[config.mk]
export PLATFORM = sky130hd
export DESIGN_NAME = shfifo_wr_arb
export DESIGN_NICKNAME = d
export VERILOG_FILES = /design/src/rtl/shfifo_arb_pkg.sv /design/src/rtl/shfifo_wr_arb_rr_pick.sv /design/src/rtl/shfifo_wr_arb.sv
export SDC_FILE = /design/constraint.sdc
export NUM_CORES = 1
export LEC_CHECK = 0
export ABC_AREA = 1
export BUFFER_PORTS_ARGS = -buffer_cell sky130_fd_sc_hd__buf_2
export CAP_MARGIN = 15
export CORE_AREA = 4 4 104 77
export CTS_CLUSTER_DIAMETER = 200
export DETAILED_ROUTE_END_ITERATION = 10
export DIE_AREA = 0 0 108 81
export GPL_TIMING_DRIVEN = 0
export PLACE_DENSITY = 0.88
export SETUP_SLACK_MARGIN = 0.15
export SYNTH_ARGS = -nofsm -noshare
export SYNTH_HDL_FRONTEND = slang
export SYNTH_HIERARCHICAL = 1
export SYNTH_SLANG_ARGS = --single-unit
[constraint.sdc]
create_clock -name clk -period 3.75 [get_ports clk]
set_clock_uncertainty 0.2 [all_clocks]
set_input_delay 0.9375 -clock clk [delete_from_list [all_inputs] [get_ports clk]]
set_output_delay 0.9375 -clock clk [all_outputs]
set_load 0.05 [all_outputs]
[src/rtl/shfifo_arb_pkg.sv]
// Shared types and default sizing for the shared-FIFO write arbiter.
// Default values mirror the module parameters of shfifo_wr_arb.
package shfifo_arb_pkg;

  typedef enum logic {
    IDLE  = 1'b0,
    BURST = 1'b1
  } state_t;

  localparam int NUM_REQ_DEF   = 4;
  localparam int DATA_W_DEF    = 32;
  localparam int FIFO_ADDR_DEF = 4;
  localparam int FIFO_DEPTH    = 1 << FIFO_ADDR_DEF;
  localparam int ID_W          = $clog2(NUM_REQ_DEF);
  localparam int CNT_W         = 8;

endpackage

[src/rtl/shfifo_wr_arb_rr_pick.sv]
// Combinational round-robin picker: lowest set request strictly above the last
// grant, wrapping, found with a double-width masked priority encoder.
module rr_pick
  import shfifo_arb_pkg::*;
#(
  parameter int NUM_REQ = NUM_REQ_DEF
) (
  input  logic [NUM_REQ-1:0]         i_req,
  input  logic [$clog2(NUM_REQ)-1:0] i_lastGnt,
  output logic [$clog2(NUM_REQ)-1:0] o_winner,
  output logic                       o_any
);

  localparam int GW = $clog2(NUM_REQ);

  logic [2*NUM_REQ-1:0] w_dbl;
  logic [2*NUM_REQ-1:0] w_masked;

  // The upper copy is never masked, so a wrap-around winner is always found there.
  always_comb begin
    w_dbl    = {i_req, i_req};
    w_masked = '0;
    o_winner = '0;
    for (int j = 0; j < 2*NUM_REQ; j++) begin
      w_masked[j] = w_dbl[j] && (j > int'(i_lastGnt));
    end
    for (int j = 2*NUM_REQ-1; j >= 0; j--) begin
      if (w_masked[j]) begin
        o_winner = (j >= NUM_REQ) ? GW'(j - NUM_REQ) : GW'(j);
      end
    end
  end

  assign o_any = |i_req;

endmodule

[src/rtl/shfifo_wr_arb.sv]
// Round-robin burst arbiter sharing one sync FIFO write port among requesters.
// Writes are registered and gated on FIFO occupancy including the in-flight write.
module shfifo_wr_arb
  import shfifo_arb_pkg::*;
#(
  parameter int NUM_REQ   = NUM_REQ_DEF,
  parameter int DATA_W    = DATA_W_DEF,
  parameter int FIFO_ADDR = FIFO_ADDR_DEF,
  parameter int MAX_BURST = 8,
  parameter int TIMEOUT   = 15
) (
  input  logic                         clk,
  input  logic                         rst,
  input  logic [NUM_REQ-1:0]           req_vld,
  input  logic [NUM_REQ*DATA_W-1:0]    req_dat,
  input  logic [NUM_REQ-1:0]           req_last,
  output logic [NUM_REQ-1:0]           req_rdy,
  output logic                         fifo_wen,
  output logic [DATA_W-1:0]            fifo_wdat,
  input  logic [FIFO_ADDR:0]           fifo_wcnt,
  output logic                         grant_vld,
  output logic [$clog2(NUM_REQ)-1:0]   grant_id,
  output logic                         burst_abort
);

  localparam int GW = $clog2(NUM_REQ);
  localparam int SW = FIFO_ADDR + 2;

  state_t           r_state, w_stateNxt;
  logic [GW-1:0]    r_gid, w_gidNxt;
  logic [GW-1:0]    r_lastGnt, w_lastGntNxt;
  logic [GW-1:0]    w_winner;
  logic [CNT_W-1:0] r_beatCnt, w_beatNxt;
  logic [CNT_W-1:0] r_idleCnt, w_idleNxt;
  logic             r_gvld, w_gvldNxt;
  logic             r_abort, w_abortNxt;
  logic             r_wen;
  logic [DATA_W-1:0] r_wdat;
  logic             w_any;
  logic             w_space;
  logic             w_accept;
  logic [SW-1:0]    w_fill;

  rr_pick #(.NUM_REQ(NUM_REQ)) u_pick (
    .i_req     (req_vld),
    .i_lastGnt (r_lastGnt),
    .o_winner  (w_winner),
    .o_any     (w_any)
  );

  assign w_fill   = SW'(fifo_wcnt) + SW'(r_wen);
  assign w_space  = w_fill < SW'(1 << FIFO_ADDR);
  assign w_accept = !rst && (r_state == BURST) && req_vld[r_gid] && w_space;

  always_comb begin
    req_rdy = '0;
    if (!rst && (r_state == BURST)) begin
      req_rdy[r_gid] = w_space;
    end
  end

  always_comb begin
    w_stateNxt   = r_state;
    w_gidNxt     = r_gid;
    w_gvldNxt    = r_gvld;
    w_lastGntNxt = r_lastGnt;
    w_beatNxt    = r_beatCnt;
    w_idleNxt    = r_idleCnt;
    w_abortNxt   = 1'b0;
    case (r_state)
      IDLE: begin
        if (w_any) begin
          w_stateNxt = BURST;
          w_gidNxt   = w_winner;
          w_gvldNxt  = 1'b1;
          w_beatNxt  = '0;
          w_idleNxt  = '0;
        end
      end
      BURST: begin
        // An accepted beat always beats the watchdog in the same cycle.
        if (w_accept) begin
          w_beatNxt = r_beatCnt + 1'b1;
          w_idleNxt = '0;
          if (req_last[r_gid] || (w_beatNxt == CNT_W'(MAX_BURST))) begin
            w_stateNxt   = IDLE;
            w_gvldNxt    = 1'b0;
            w_lastGntNxt = r_gid;
          end
        end else begin
          w_idleNxt = r_idleCnt + 1'b1;
          if (w_idleNxt == CNT_W'(TIMEOUT)) begin
            w_stateNxt   = IDLE;
            w_gvldNxt    = 1'b0;
            w_lastGntNxt = r_gid;
            w_abortNxt   = 1'b1;
          end
        end
      end
      default: ;
    endcase
  end

  always_ff @(posedge clk) begin
    if (rst) begin
      r_state   <= IDLE;
      r_gid     <= '0;
      r_gvld    <= 1'b0;
      r_lastGnt <= GW'(NUM_REQ - 1);
      r_beatCnt <= '0;
      r_idleCnt <= '0;
      r_abort   <= 1'b0;
      r_wen     <= 1'b0;
      r_wdat    <= '0;
    end else begin
      r_state   <= w_stateNxt;
      r_gid     <= w_gidNxt;
      r_gvld    <= w_gvldNxt;
      r_lastGnt <= w_lastGntNxt;
      r_beatCnt <= w_beatNxt;
      r_idleCnt <= w_idleNxt;
      r_abort   <= w_abortNxt;
      r_wen     <= w_accept;
      if (w_accept) begin
        r_wdat <= req_dat[r_gid*DATA_W +: DATA_W];
      end
    end
  end

  assign fifo_wen    = r_wen;
  assign fifo_wdat   = r_wdat;
  assign grant_vld   = r_gvld;
  assign grant_id    = r_gid;
  assign burst_abort = r_abort;

endmodule

==> results.json, run 1 <==
{
  "status": "finished clean",
  "grt_pass1_vias": 4078,
  "synth_cells": 494,
  "clkTransAtPathRegs_ns": 0.10,
  "nets": 830,
  "rrSetupSlack_ns": 1.68,
  "core_area_um2": 7060,
  "path_max_fanout": 7,
  "cts.sinks": 56,
  "postCtsHoldBufs": 0,
  "power_density_nw_per_um2": 316,
  "synth_top_area_frac": 0.343,
  "yosys-top-cells-area": "dfxtp_1, nand2_1, a21oi_1",
  "dp_hpwl_um": 9240,
  "post-route-util": 0.622,
  "synth_area_per_cell_um2": 6.61,
  "path_class": "in2out",
  "ys_types": 29,
  "min_from": "grant_vld",
  "cp_data_arrival_time_ns": 2.01,
  "yosysTopAreaCell": "dfxtp_1",
  "cap_violations": 0,
  "hold_path_depth": 2,
  "drcViolationCount": 0,
  "wl_per_cell_um": 14.9,
  "cts-buffers-inserted": 5,
  "syn_area_um2": 3270,
  "drv_slew": 0,
  "drt-vias-per-instance": 5.47,
  "r2r_start": "grant_id[1]",
  "ios": 184,
  "fillers": 664,
  "synth_flop_cell": "dfxtp_1",
  "clockRootBuffer": "clkbuf_8",
  "required_ns": 2.61,
  "syn_to_final_growth_pct": 34.6,
  "max-vdd-ir-drop_mv": 0.215,
  "synth_warnings": 6,
  "vias": 4289,
  "grt.total_usage": 0.259,
  "hold_viol": 0,
  "final.setup.tns_ns": 0,
  "fp-row-count": 26,
  "tightestPinTransition_ns": 0.576,
  "reg2reg_to": "r_lastGnt[1]",
  "grt_setup_unrepaired": "false",
  "synth.most_common_cell": "nand2_1",
  "fin_crit_sh": 0.839,
  "hold_slack_ns": 0.270,
  "die_y_um": 81,
  "gr-total-overflow": 0,
  "min_period_ns": 3.14,
  "max_slew_margin": 0.615,
  "htreeDepth": 2,
  "clockBufferDepth": 2,
  "antenna_found_initial": 2,
  "die_w_um": 108,
  "async_flop_share": 0,
  "drt_first_pass_iters": 5,
  "multi_input_area_um2": 1850,
  "ys_ff_latch": 56,
  "wl_um": 11700,
  "cts_setup_buffers": 0,
  "p_leak_uw": 0.00215,
  "hold_path.class": "reg2reg",
  "first_iter_violations": 261,
  "min_to": "grant_vld",
  "r2r_cells": 12,
  "seqCellArea_um2": 1120,
  "crit_path_start_kind": "input pin",
  "grt_pass1_wl_um": 18300,
  "drive_above_1_share": 0.322,
  "die_area_um2": 8750,
  "syn-num-nets": 641,
  "synth_edf_count": 0,
  "place_congestion": 0.891,
  "fmax_ghz": 0.318,
  "grt_max_degree": 16,
  "tritoncts": "done",
  "port_buffers": 182,
  "yosysSeqAreaShare": 0.343,
  "clk_latency_ns": 0.31,
  "crit_path_end_kind": "output port",
  "setup_viol_count_final": 0,
  "post_cts_resized": 0,
  "start_util": 0.463,
  "antenna_left": 0,
  "synthTopCellsByCount": "nand2_1, a21oi_1, dfxtp_1, a221oi_1, inv_1"
}
[layer usage]
metal / part of all wire / GRT usage
met2: 0.49 / 0.483
met5: 0 / 0
met4: 0.015 / 0.0668
met3: 0.096 / 0.0437
met1: 0.40 / 0.311
[report_power, final]
part	internal (uW)	total [uW]	leakage [uW]	switching (uW)
clock network	152	350	0.0000455	198
logic	152	409	0.00165	257
registers	616	631	0.000454	15.0
[cell type report]
type / instances / area share
Antenna cell: 2 / 0.00114
Buffer: 32 / 0.0364
Clock buffer: 8 / 0.0205
Inverter: 36 / 0.0308
Multi-Input combinational cell: 370 / 0.421
Sequential cell: 56 / 0.255
Tap cell: 98 / 0.0279
Timing Repair Buffer: 182 / 0.207
[worst max-delay path: stages]
cell and delay (ns):
clkbuf_2 0.16, inv_2 0.12, nand3_1 0.08, nor2_1 0.15, inv_1 0.12, nor3_1 0.15, buf_2 0.29
[logic make-up after synthesis]
logic type | share of synthesized area
AND/OR/NAND/NOR | 0.265
AO/OA/AOI/OAI | 0.283
buffers and inverters | 0.0904
flip-flops | 0.343
adder cells (fa/ha/maj) | 0.0153
XOR/XNOR | 0.00268
[state kept, by name (all words and copies together), names as in the netlist]
name         flops
grant_vld        1
fifo_wdat       32
r_beatCnt        8
grant_id         2
r_state          1
burst_abort      1
r_lastGnt        2
r_idleCnt        8
fifo_wen         1
[cell usage in the layout, fill, tap and decap left out]
cell and instances:
xor2_1 1, a211oi_1 1, a21oi_1 80, inv_2 6, ha_1 4, buf_4 1, buf_2 192, diode_2 2
buf_6 3, o21ai_1 11, clkbuf_8 6, clkbuf_2 1, a221oi_1 32, nor3_1 3, nand2_2 1, nor2_2 2
nor2b_1 1, inv_1 30, dfxtp_1 56, o21ai_0 28, nor2_1 19, a21oi_2 3, a21boi_1 1, nand3_2 4
nand3_1 24, or2_2 1, nand4_1 4, o31ai_1 1, nand3b_1 1, nand2_1 148, clkbuf_1 19
[metrics by stage]
stage | cell area [um^2] | power [uW] | worst slack [ns] | cells
floorplan | 3270 | 896 | 0.140 | 494
global route | 4390 | 1460 | 0.482 | 784
detailed placement | 4300 | 1050 | 0.614 | 774
CTS | 4390 | 1390 | 0.607 | 782
finish | 4390 | 1390 | 0.606 | 784
global placement | 4300 | 1040 | 0.611 | 774
[how the worst max path moves through the flow]
stage | startpoint | to | slack, ns | cells after the start
after floorplan | rst | req_rdy[0] | 0.14 | 6
after global placement | rst | req_rdy[2] | 0.61 | 7
after detailed placement | rst | req_rdy[1] | 0.61 | 7
after CTS | rst | req_rdy[2] | 0.61 | 7
after global routing | rst | req_rdy[1] | 0.48 | 7
final | rst | req_rdy[1] | 0.61 | 7
Note: power is estimated with default switching activity, not from simulation.
==> inputs of run 2 (changes only) <==
--- a/config.mk
+++ b/config.mk
@@ -8,12 +8,12 @@
 export ABC_AREA = 1
 export BUFFER_PORTS_ARGS = -buffer_cell sky130_fd_sc_hd__buf_2
 export CAP_MARGIN = 15
-export CORE_AREA = 4 4 104 77
+export CORE_AREA = 4 4 113 83
 export CTS_CLUSTER_DIAMETER = 200
 export DETAILED_ROUTE_END_ITERATION = 10
-export DIE_AREA = 0 0 108 81
+export DIE_AREA = 0 0 117 87
 export GPL_TIMING_DRIVEN = 0
-export PLACE_DENSITY = 0.88
+export PLACE_DENSITY = 0.8
 export SETUP_SLACK_MARGIN = 0.15
 export SYNTH_ARGS = -nofsm -noshare
 export SYNTH_HDL_FRONTEND = slang
==> constraint.sdc (replaced) <==
create_clock -name clk -period 2.7 [get_ports clk]
set_clock_uncertainty 0.2 [all_clocks]
set_input_delay 0.675 -clock clk [delete_from_list [all_inputs] [get_ports clk]]
set_output_delay 0.675 -clock clk [all_outputs]
set_load 0.05 [all_outputs]
==> run 2 against run 1 <==
Net effect: setup slack lost 0.34 ns; clock-buffer cell count down 1; via count shrank 0.70%; register-to-register slack worse by 1.1 ns; first-iteration DRC count fell by 22%; final cell count is 0.64% higher; routed wire length increased by 3.9%; flip-flop and latch count stayed put.
==> results.json, run 2 (same netlist as run 1, synthesis figures left out) <==
{
  "status": "finished clean",
  "wl_um": 12100,
  "nets": 829,
  "power_density_nw_per_um2": 472,
  "grt.total_usage": 0.235,
  "grt_max_degree": 17,
  "clockBufferDepth": 2,
  "fmax_ghz": 0.411,
  "cp_data_arrival_time_ns": 1.56,
  "htreeDepth": 2,
  "vias": 4259,
  "hold_viol": 0,
  "port_buffers": 182,
  "p_leak_uw": 0.00219,
  "drv_slew": 0,
  "antenna_left": 0,
  "clk_latency_ns": 0.30,
  "tightestPinTransition_ns": 0.577,
  "max-vdd-ir-drop_mv": 0.300,
  "antenna_found_initial": 1,
  "total_power_uw": 2130,
  "grt_setup_unrepaired": "false",
  "grt_pass1_wl_um": 19100,
  "cts-buffers-inserted": 5,
  "clockRootBuffer": "clkbuf_16",
  "final.setup.tns_ns": 0,
  "die_w_um": 117,
  "tritoncts": "done",
  "cts.sinks": 56,
  "place_congestion": 0.892,
  "most-common-layout-cells": "buf_2, nand2_1, a21oi_1",
  "grt_pass1_vias": 4084,
  "wl_per_cell_um": 15.4,
  "dp_hpwl_um": 9580,
  "path_class": "reg2out",
  "clkTransAtPathRegs_ns": 0.08,
  "largest_reg_flops": 32,
  "cap_violations": 0,
  "required_ns": 1.82,
  "fp-row-count": 28,
  "ios": 184,
  "instances_no_fill": 789,
  "fillers": 818,
  "syn_to_final_growth_pct": 37.9,
  "hold_path.class": "reg2reg",
  "crit_path_start_kind": "flop",
  "drive_above_1_share": 0.334,
  "drt-vias-per-instance": 5.40,
  "gr-total-overflow": 0,
  "setup_viol_count_final": 0,
  "first_iter_violations": 204,
  "fin_crit_sh": 0.902,
  "max_slew_margin": 0.614,
  "min_period_ns": 2.44,
  "postCtsHoldBufs": 0,
  "multi_input_area_um2": 1870,
  "path_max_fanout": 10,
  "drcViolationCount": 0,
  "hold_slack_ns": 0.261,
  "drt_first_pass_iters": 5,
  "seqCellArea_um2": 1120,
  "start_util": 0.395,
  "crit_path_end_kind": "output port",
  "die_area_um2": 10200,
  "die_y_um": 87,
  "final_common_cell": "buf_2",
  "post-route-util": 0.545,
  "core_area_um2": 8270,
  "dpl.cell_count": 781
}
[run 2: cell types whose count changed in the layout (fill, tap and decap cells not counted), sizes merged]
cell and delta:
clkbuf -4, diode -1, buf +2, clkinvlp +1
[run 2: per-stage QoR]
step                area [um^2]  setup WS (ns)
finish                     4500          0.265
global placement           4330         0.0887
floorplan                  3280         0.0179
CTS                        4490          0.147
detailed placement         4330         0.0649
global route               4500          0.171
[run 2: power breakdown]
part	internal, uW	total, uW	leakage, uW	switching [uW]
registers	856	876	0.000454	20.7
logic	213	573	0.00166	360
clock network	371	679	0.0000701	308
[run 2: path summary, 6_finish.rpt]
path / start / to / slack [ns] / cells after the start
worst min-delay path: grant_vld / grant_vld / 0.26 / 2
worst max register to register: grant_id[1] / r_lastGnt[1] / 0.55 / 12
worst min register to register: grant_vld / grant_vld / 0.26 / 2
worst max-delay path: grant_id[0] / req_rdy[0] / 0.26 / 4
[run 2: layout make-up]
type	instances	area share
antenna	1	0.000556
buffer	30	0.0339
clock buffer	7	0.0317
clock inverter	1	0.00167
inverter	36	0.0306
multi-input combinational	370	0.415
sequential	56	0.249
tap	105	0.0292
timing repair buffer	183	0.209
[run 2: timing repair]
action / 4_1_cts / 5_1_grt
setup endpoints to repair: 4 / 4
pin swaps: 0 / 1
gates resized for setup: 6 / 5
endpoints found under the hold margin: 0 / 0
buffers inserted: 0 / 1
[run 2: per-layer routing]
| metal | global-route usage | vias up | part of all wire |
|---|---|---|---|
| met5 | 0 | - | 0 |
| met4 | 0.0708 | 0 | 0.019 |
| met3 | 0.0590 | 26 | 0.082 |
| met2 | 0.410 | 209 | 0.48 |
| met1 | 0.284 | 1954 | 0.42 |
| li1 | - | 2070 | - |
[run 2: critical path, stage by stage, from the launching register on]
cell and delay (ns):
dfxtp_1 0.45, buf_2 0.29, buf_2 0.28, nor3_2 0.08, buf_6 0.16
